==> src/rtl/logic_pkg.sv <==
// Shared types and constants for the bitwise logic execution unit.
package logic_pkg;

  localparam int OP_W = 3;

  // Operation encodings presented on the op port.
  typedef enum logic [OP_W-1:0] {
    OP_AND     = 3'b000,
    OP_OR      = 3'b001,
    OP_XOR     = 3'b010,
    OP_ANDN    = 3'b011,
    OP_ORN     = 3'b100,
    OP_XNOR    = 3'b101,
    OP_ORC_B   = 3'b110,
    OP_ILLEGAL = 3'b111
  } op_e;

  // Skid buffer occupancy: EMPTY (nothing), BUSY (output reg only), FULL (both).
  typedef enum logic [1:0] {
    SKID_EMPTY = 2'd0,
    SKID_BUSY  = 2'd1,
    SKID_FULL  = 2'd2
  } skid_state_e;

  // Payload at the default datapath widths. Field order {y, zero, err, tag}
  // is the packing used by the unit for any WIDTH/TAG_W.
  localparam int DEF_WIDTH = 32;
  localparam int DEF_TAG_W = 5;

  typedef struct packed {
    logic [DEF_WIDTH-1:0] y;
    logic                 zero;
    logic                 err;
    logic [DEF_TAG_W-1:0] tag;
  } payload_t;

endpackage

==> src/rtl/logic_skid.sv <==
// Generic two-entry valid/ready skid buffer.
// Handshake: a word moves on a clock edge when its valid and ready are both
// high; valid never depends on ready, and out_valid/out_data are held stable
// while out_valid is high and out_ready is low. Upstream readiness is
// (state != SKID_FULL), decoded from the state register only, so there is no
// combinational path from out_ready back to the producer.
module logic_skid
  import logic_pkg::*;
#(
  parameter int DATA_W = 8
) (
  input  logic              clk,
  input  logic              rst_n,
  input  logic              in_valid,
  input  logic [DATA_W-1:0] in_data,
  output logic              out_valid,
  input  logic              out_ready,
  output logic [DATA_W-1:0] out_data,
  output skid_state_e       state
);

  skid_state_e       state_q, state_d;
  logic [DATA_W-1:0] out_data_q, out_data_d;
  logic [DATA_W-1:0] skid_data_q, skid_data_d;
  logic              accept;
  logic              retire;

  assign accept    = in_valid && (state_q != SKID_FULL);
  assign retire    = out_ready && (state_q != SKID_EMPTY);
  assign out_valid = (state_q != SKID_EMPTY);
  assign out_data  = out_data_q;
  assign state     = state_q;

  // Next-state and data routing for the output and skid registers.
  always_comb begin
    state_d     = state_q;
    out_data_d  = out_data_q;
    skid_data_d = skid_data_q;
    case (state_q)
      SKID_EMPTY: begin
        if (accept) begin
          state_d    = SKID_BUSY;
          out_data_d = in_data;
        end
      end
      SKID_BUSY: begin
        if (accept && retire) begin
          out_data_d = in_data;
        end else if (retire) begin
          state_d = SKID_EMPTY;
        end else if (accept) begin
          state_d     = SKID_FULL;
          skid_data_d = in_data;
        end
      end
      SKID_FULL: begin
        // FULL never accepts; the skid word moves up on retire.
        if (retire) begin
          state_d    = SKID_BUSY;
          out_data_d = skid_data_q;
        end
      end
      default: begin
        state_d = SKID_EMPTY;
      end
    endcase
  end

  // State and payload registers; reset discards both stored words.
  always_ff @(posedge clk) begin
    if (!rst_n) begin
      state_q     <= SKID_EMPTY;
      out_data_q  <= '0;
      skid_data_q <= '0;
    end else begin
      state_q     <= state_d;
      out_data_q  <= out_data_d;
      skid_data_q <= skid_data_d;
    end
  end

endmodule

==> src/rtl/logic_unit.sv <==
// Registered bitwise logic execution unit (AND/OR/XOR/ANDN/ORN/XNOR/ORC.B)
// with a valid/ready handshake on both sides and a two-entry skid buffer.
module logic_unit
  import logic_pkg::*;
#(
  parameter int WIDTH = 32,
  parameter int TAG_W = 5
) (
  input  logic             clk,
  input  logic             rst_n,
  input  logic             in_valid,
  output logic             in_ready,
  input  logic [OP_W-1:0]  op,
  input  logic [WIDTH-1:0] a,
  input  logic [WIDTH-1:0] b,
  input  logic [TAG_W-1:0] tag,
  output logic             out_valid,
  input  logic             out_ready,
  output logic [WIDTH-1:0] y,
  output logic             zero,
  output logic             err,
  output logic [TAG_W-1:0] out_tag
);

  if ((WIDTH % 8 != 0) || (WIDTH < 8)) begin : g_bad_width
    $error("logic_unit: WIDTH must be a multiple of 8 and at least 8");
  end

  typedef struct packed {
    logic [WIDTH-1:0] y;
    logic             zero;
    logic             err;
    logic [TAG_W-1:0] tag;
  } unit_payload_t;

  localparam int PAYLOAD_W = $bits(unit_payload_t);

  unit_payload_t in_payload;
  unit_payload_t out_payload;
  logic [WIDTH-1:0] y_c;
  logic             err_c;
  skid_state_e      skid_state;

  // Op decode and datapath; the illegal encoding yields y = 0 with err set.
  always_comb begin
    y_c   = '0;
    err_c = 1'b0;
    case (op_e'(op))
      OP_AND:  y_c = a & b;
      OP_OR:   y_c = a | b;
      OP_XOR:  y_c = a ^ b;
      OP_ANDN: y_c = a & ~b;
      OP_ORN:  y_c = a | ~b;
      OP_XNOR: y_c = ~(a ^ b);
      OP_ORC_B: begin
        for (int i = 0; i < WIDTH / 8; i++) begin
          y_c[i*8 +: 8] = (a[i*8 +: 8] != 8'h00) ? 8'hFF : 8'h00;
        end
      end
      default: begin
        y_c   = '0;
        err_c = 1'b1;
      end
    endcase
  end

  // Bundle the result with its flags and tag as one payload.
  always_comb begin
    in_payload      = '0;
    in_payload.y    = y_c;
    in_payload.zero = (y_c == '0);
    in_payload.err  = err_c;
    in_payload.tag  = tag;
  end

  logic_skid #(
    .DATA_W(PAYLOAD_W)
  ) u_skid (
    .clk      (clk),
    .rst_n    (rst_n),
    .in_valid (in_valid),
    .in_data  (in_payload),
    .out_valid(out_valid),
    .out_ready(out_ready),
    .out_data (out_payload),
    .state    (skid_state)
  );

  assign in_ready = (skid_state != SKID_FULL);
  assign y        = out_payload.y;
  assign zero     = out_payload.zero;
  assign err      = out_payload.err;
  assign out_tag  = out_payload.tag;

endmodule

==> config.mk <==
export PLATFORM = sky130hd
export DESIGN_NAME = logic_unit
export DESIGN_NICKNAME = d
export VERILOG_FILES = /design/src/rtl/logic_pkg.sv /design/src/rtl/logic_skid.sv /design/src/rtl/logic_unit.sv
export SDC_FILE = /design/constraint.sdc
export NUM_CORES = 1
export LEC_CHECK = 0
export CAP_MARGIN = 30
export CORE_ASPECT_RATIO = 1.4
export CORE_MARGIN = 4
export CORE_UTILIZATION = 60
export CTS_CLUSTER_DIAMETER = 120
export DETAILED_ROUTE_END_ITERATION = 10
export DONT_BUFFER_PORTS = 1
export MAX_ROUTING_LAYER = met4
export PLACE_DENSITY = 0.86
export SETUP_SLACK_MARGIN = 0.5
export SLEW_MARGIN = 20
export SYNTH_ARGS = -nofsm -noshare
export SYNTH_HDL_FRONTEND = slang
export SYNTH_SLANG_ARGS = --single-unit
==> constraint.sdc <==
create_clock -name clk -period 5.5 [get_ports clk]
set_input_delay 0.55 -clock clk [delete_from_list [all_inputs] [get_ports clk]]
set_output_delay 0.55 -clock clk [all_outputs]
set_load 0.01 [all_outputs]
* After elaboration in Yosys (flattened, before gate mapping)
Index checks and enable logic that the tools add are counted.
Word-level totals: logic and storage cells 58, register bits 80
Operators by class: bitwise logic cells 9, equal/unequal tests 14, multiplexer cells 16, reductions and logical operators 16
Operators by type and width (number):
- case mux 32 bit (7 select lines) | 1
- two-way mux 39 bit | 3
- case mux 39 bit (3 select lines) | 1
- AND 32 bit | 2
- NOT 32 bit | 2
- bitwise OR 32 bit | 2
- zero test 32 bit | 1
- two-way mux 8 bit | 4
- nonzero test 8 bit | 4
- bitwise XOR 32 bit | 1
- AND reduction 4 bit | 3
- two-way mux 2 bit | 5
- equality test 3 bit (second input constant) | 3
- OR reduction 7 bit | 1
- equality test 3 x 2 -> 1 bit (second input constant) | 2
- inequality test 2 x 1 -> 1 bit (second input constant) | 3
- case mux 2 bit (3 select lines) | 1
- inequality test 2 bit (second input constant) | 2
- equality test 3 x 1 -> 1 bit (second input constant) | 1
- logical AND 1 bit | 3
- zero test 3 bit | 1
- inequality test 3 x 1 -> 1 bit (second input constant) | 1
- nonzero test 3 bit | 1
- equality test 2 x 1 -> 1 bit (second input constant) | 1
- 5 further kinds | 6

* Logic depth before layout (Yosys ltp)
depth after elaboration 6, depth in mapped cells 11, gate-level depth less buffers 7

* By module
Synthesis repeated with hierarchy kept, for this count alone.
Unflattened totals: cells, all modules 641, area, all modules 5246.3 µm²
By module, submodules not included:
- logic_skid | times used 1, area an instance 3427.0 µm², cells each 369, sequential area each 1601.5 µm²
- logic_unit | times used 1, area an instance 1819.2 µm², cells each 272, sequential area each 0.0 µm²

* Worst setup path after synthesis
No wires, ideal clock.
path kind input -> register, from input op[0], to register u_skid.skid_data_q[6], buffers on the path 3, stages on the path 10, slack 3.235 ns, arrival time 2.178 ns, required time 5.413 ns, path through buf_6 > nor2b_4 > buf_6 > buf_6 > maj3_2 > a21oi_2 > o221ai_1 > nor4_2 > nand4_1 > o31ai_1
On the way: longest elaborated chain between the ends 3
RTL lines:
- from (decl) | line logic_unit.sv:13 | input logic [OP_W-1:0] op,
- equality test 3 bit, or another cell as far along | line logic_unit.sv:48 | case (op_e'(op))
- case mux 32 bit (7 select lines) * | line logic_unit.sv:48
- zero test 32 bit * | line logic_unit.sv:71 | in_payload.zero = (y_c == '0);
- to (signal assigned) | line logic_skid.sv:78 | skid_data_q <= skid_data_d;
- to (decl) | line logic_skid.sv:24 | logic [DATA_W-1:0] skid_data_q, skid_data_d;
Every way passes the cells marked *; elsewhere a longest branch is shown, timed or not. A chain may end at the register's enable or synchronous reset.

* Worst setup path after layout
from register u_skid.state_q[1] (netlist: u_skid.state[1]), to register u_skid.out_data_q[11] (netlist: u_skid.out_data[11])
On the way: longest elaborated chain between the ends 5
RTL lines:
- from (decl) | line logic_skid.sv:22 | skid_state_e state_q, state_d;
- from (signal assigned) | line logic_skid.sv:76 | state_q <= state_d;
- inequality test 2 bit *
- named net in_ready | line logic_unit.sv:12 | output logic in_ready,
- logical AND 1 bit * | line logic_skid.sv:28 | assign accept = in_valid && (state_q != SKID_FULL);
- logical AND 1 bit | line logic_skid.sv:47 | if (accept && retire) begin
- inequality test 2 x 1 -> 1 bit (no source line)
- AND reduction 4 bit (no source line) *
- to (signal assigned) | line logic_skid.sv:77 | out_data_q <= out_data_d;
- to (decl) | line logic_skid.sv:23 | logic [DATA_W-1:0] out_data_q, out_data_d;
Mark *: on every way through the listed nets, which the timed path passes. The rest lies on a longest branch.

==> reports/qor.yml <==
floorplan:
  row_count: 40
  io_pins: 117
  die_h_um: 120
  core_mm2: 0.00861
  floorplan.die_area_mm2: 0.0105
  initial_core_util_pct: 62.0
  dieWidth_um: 87.7
pwr:
  power_leakage_nw: 2.36
  p_per_area_mw_per_mm2: 268
  ir_worst_vdd_v: 0.000287
min_path:
  hp-class: "input pin to flip-flop"
  hold_path.startpoint: "rst_n"
timing:
  rsz0062_at_grt: "false"
  skew_ps: 5.05
  worst_pin_slew_ps: 805
  min_period_over_period_pct: 44.8
  fmax_mhz: 406
  setup_viol: 0
  tns_ps: 0
  slew_headroom_pct: 46.2
  slew_violations: 0
  period_minus_slack_ps: 2460
  hold_slack_ps: 336
  final_hold_viol_count: 0
critical_path:
  cpLargestDelayFamily: "buffers and inverters"
  crit_chain: "nor2b_2, clkinv_1, buf_4, mux2i_1, o21ai_0, and2_1"
  cp.arrival_ps: 2700
  r2r-start: "u_skid.state[1]"
  crit_buf_inv: 2
  worstSetupStartpoint: "u_skid.state[1]"
  crit_path_start_kind: "flip-flop"
  rrSetupSlack_ps: 3040
  cpMaxStageDelayCell: "clkinv_1"
  critPathRequiredTime_ps: 5730
  slowest_delay_ps: 590
  end_kind: "flip-flop"
  critical_path_class: "flip-flop to flip-flop"
  crit_path_max_fanout: 35
logic_synthesis:
  synth_warnings: 0
  syn_nets: 768
  yosys.area.top_type: "dfxtp_1"
  synth-seq-cells: 80
  synth_area_per_cell_um2: 7.71
  synth_top_area_share_pct: 30.0
  ys_types: 51
  synthCells: 692
  synth_seq_area_share_pct: 30.0
  synthTopCellsByArea: "dfxtp_1 30%, mux2i_1 8.8%, nor2_1 7.6%, nand2_1 4.8%, o211a_1 4.1%"
  netlist_area_mm2: 0.00534
route:
  first_iter_violations: 279
  num_vias: 5050
  ant_nets: 0
  via_per_inst: 6.61
  routedWlPerCell_um: 18.6
  finalWirelength_um: 14200
  drc_errors: 0
  drt_pass1_iterations: 8
global_route:
  grt_overflow: 0
  grt_max_degree: 82
  antenna_found_initial: 0
  grt_pass1_wl_um: 22900
  grt_pass1_vias: 4775
  grt_use_total_pct: 27.8
final_layout:
  drive_above_1_share_pct: 9.86
  area_growth_pct: 5.60
  multi_input_area_mm2: 0.00349
  regArea_mm2: 0.00160
  fin_nets: 730
  antenna_cells: 0
  fill_cells: 687
clocking:
  clockRootBuffer: "clkbuf_16"
  cts_hold_buf: 0
  cts_repair_resize_count: 0
  clock-sinks: 80
  post_cts_buffers: 0
  cts_tree: "done"
  cts_made_buffers: 9
  cts_htree_levels: 3
  insertion_delay_ps: 340
  cts_buffer_depth: 2
  clk_pin_slew_ps: 60
placed_design:
  port_buffers: 0
  place.gp.congestion: 0.827
  dpl.hpwl_um: 10100
job:
  cap_violations: 0
outcome:
  status: "finished, final reports clean"
[synthesized netlist by cell type (all sizes together)]
library cell  instances
o31ai                 2
or4                   4
a211oi               18
and4                  1
nor2                108
and3b                 1
o211ai                4
inv                   1
a211o                 8
nor3b                19
buf                  18
a21oi                38
a221oi               17
clkinv                1
nand4                 4
mux2i                47
o21ai                28
nand3b                1
a21boi               14
nand3                12
nor3                 18
maj3                  6
o221a                 4
clkbuf               38
and2                 20
o221ai               17
a21bo                 1
dfxtp                80
nor4bb                1
nor4                  8
o211a                22
nor4b                 1
a2bb2oi               2
o21a                  2
nand2b                5
or2                  22
a222oi                1
nor2b                28
nand2                68
a31oi                 2
[sequential cells by signal (all words and copies together), names as in the netlist]
register and flops:
u_skid.state 2, u_skid.skid_data_q 39, u_skid.out_data 39
[worst paths after layout]
check        depth (start not counted)                    end
min                                  1     u_skid.out_data[2]
min reg2reg                          2  u_skid.skid_data_q[2]
max reg2reg                          6    u_skid.out_data[11]
max                                  6    u_skid.out_data[11]
[cells by family (layout without fill, tap and decap cells)]
family	after synthesis	after routing	synth area share, %
AO/OA/AOI/OAI	180	180	25.2
adder cells (fa/ha/maj)	6	6	1.22
buffers and inverters	58	25	4.81
flip-flops	80	80	30.0
multiplexers	47	47	8.81
AND/OR/NAND/NOR	321	321	30.0
[power by group]
part,switching (mW),internal (mW)
Combinational,0.137,0.122
Clock,0.223,0.375
Sequential,0.0381,0.616
[per-stage QoR]
stage	power (mW)	area, um2	utilization [%]	instances	setup slack (ps)
finish	1.51	5640	65.5	764	3040
detailed placement	0.919	5300	61.6	746	2910
global route	1.58	5640	65.5	764	2840
CTS	1.51	5600	65.1	762	3040
global placement	0.903	5240	60.9	742	2360
floorplan	0.884	5340	-	692	3240
[routing by layer]
layer  up-vias  part of all wire (%)  track usage [%]
met2       208                    48             43.2
li1       2416                     -                -
met5         -                     0                -
met3        28                    11             10.2
met1      2398                    39             32.7
met4         0                   2.5             10.2
[cell type report]
cell class / instances / share of cell area, %
flip-flops and latches: 80 / 28.4
repair buffers: 7 / 1.86
inverters: 2 / 0.133
clock inverters: 3 / 0.710
multi-input cells: 554 / 61.9
clock buffers: 13 / 4.62
well taps: 105 / 2.33
[placed cells by master (no fill, tap or decap), types with 7 or more instances in the layout]
cell       instances
a211o_1            8
a211oi_1          18
a21boi_0          13
a21oi_1           37
a221oi_1          15
and2_1            19
clkbuf_16          9
dfxtp_1           80
mux2i_1           47
nand2_1           68
nand3_1           12
nor2_1           107
nor2b_1           26
nor3_1            18
nor3b_1           19
nor4_1             7
o211a_1           22
o21ai_0           26
o221ai_1          17
or2_2             22
[worst reg2reg max path, cell delays in order (launching register included)]
cell and delay [ps]:
dfxtp_1 430, nor2b_2 410, clkinv_1 590, buf_4 470, mux2i_1 180, o21ai_0 100
and2_1 180
Power figures use the tool's default switching activity.
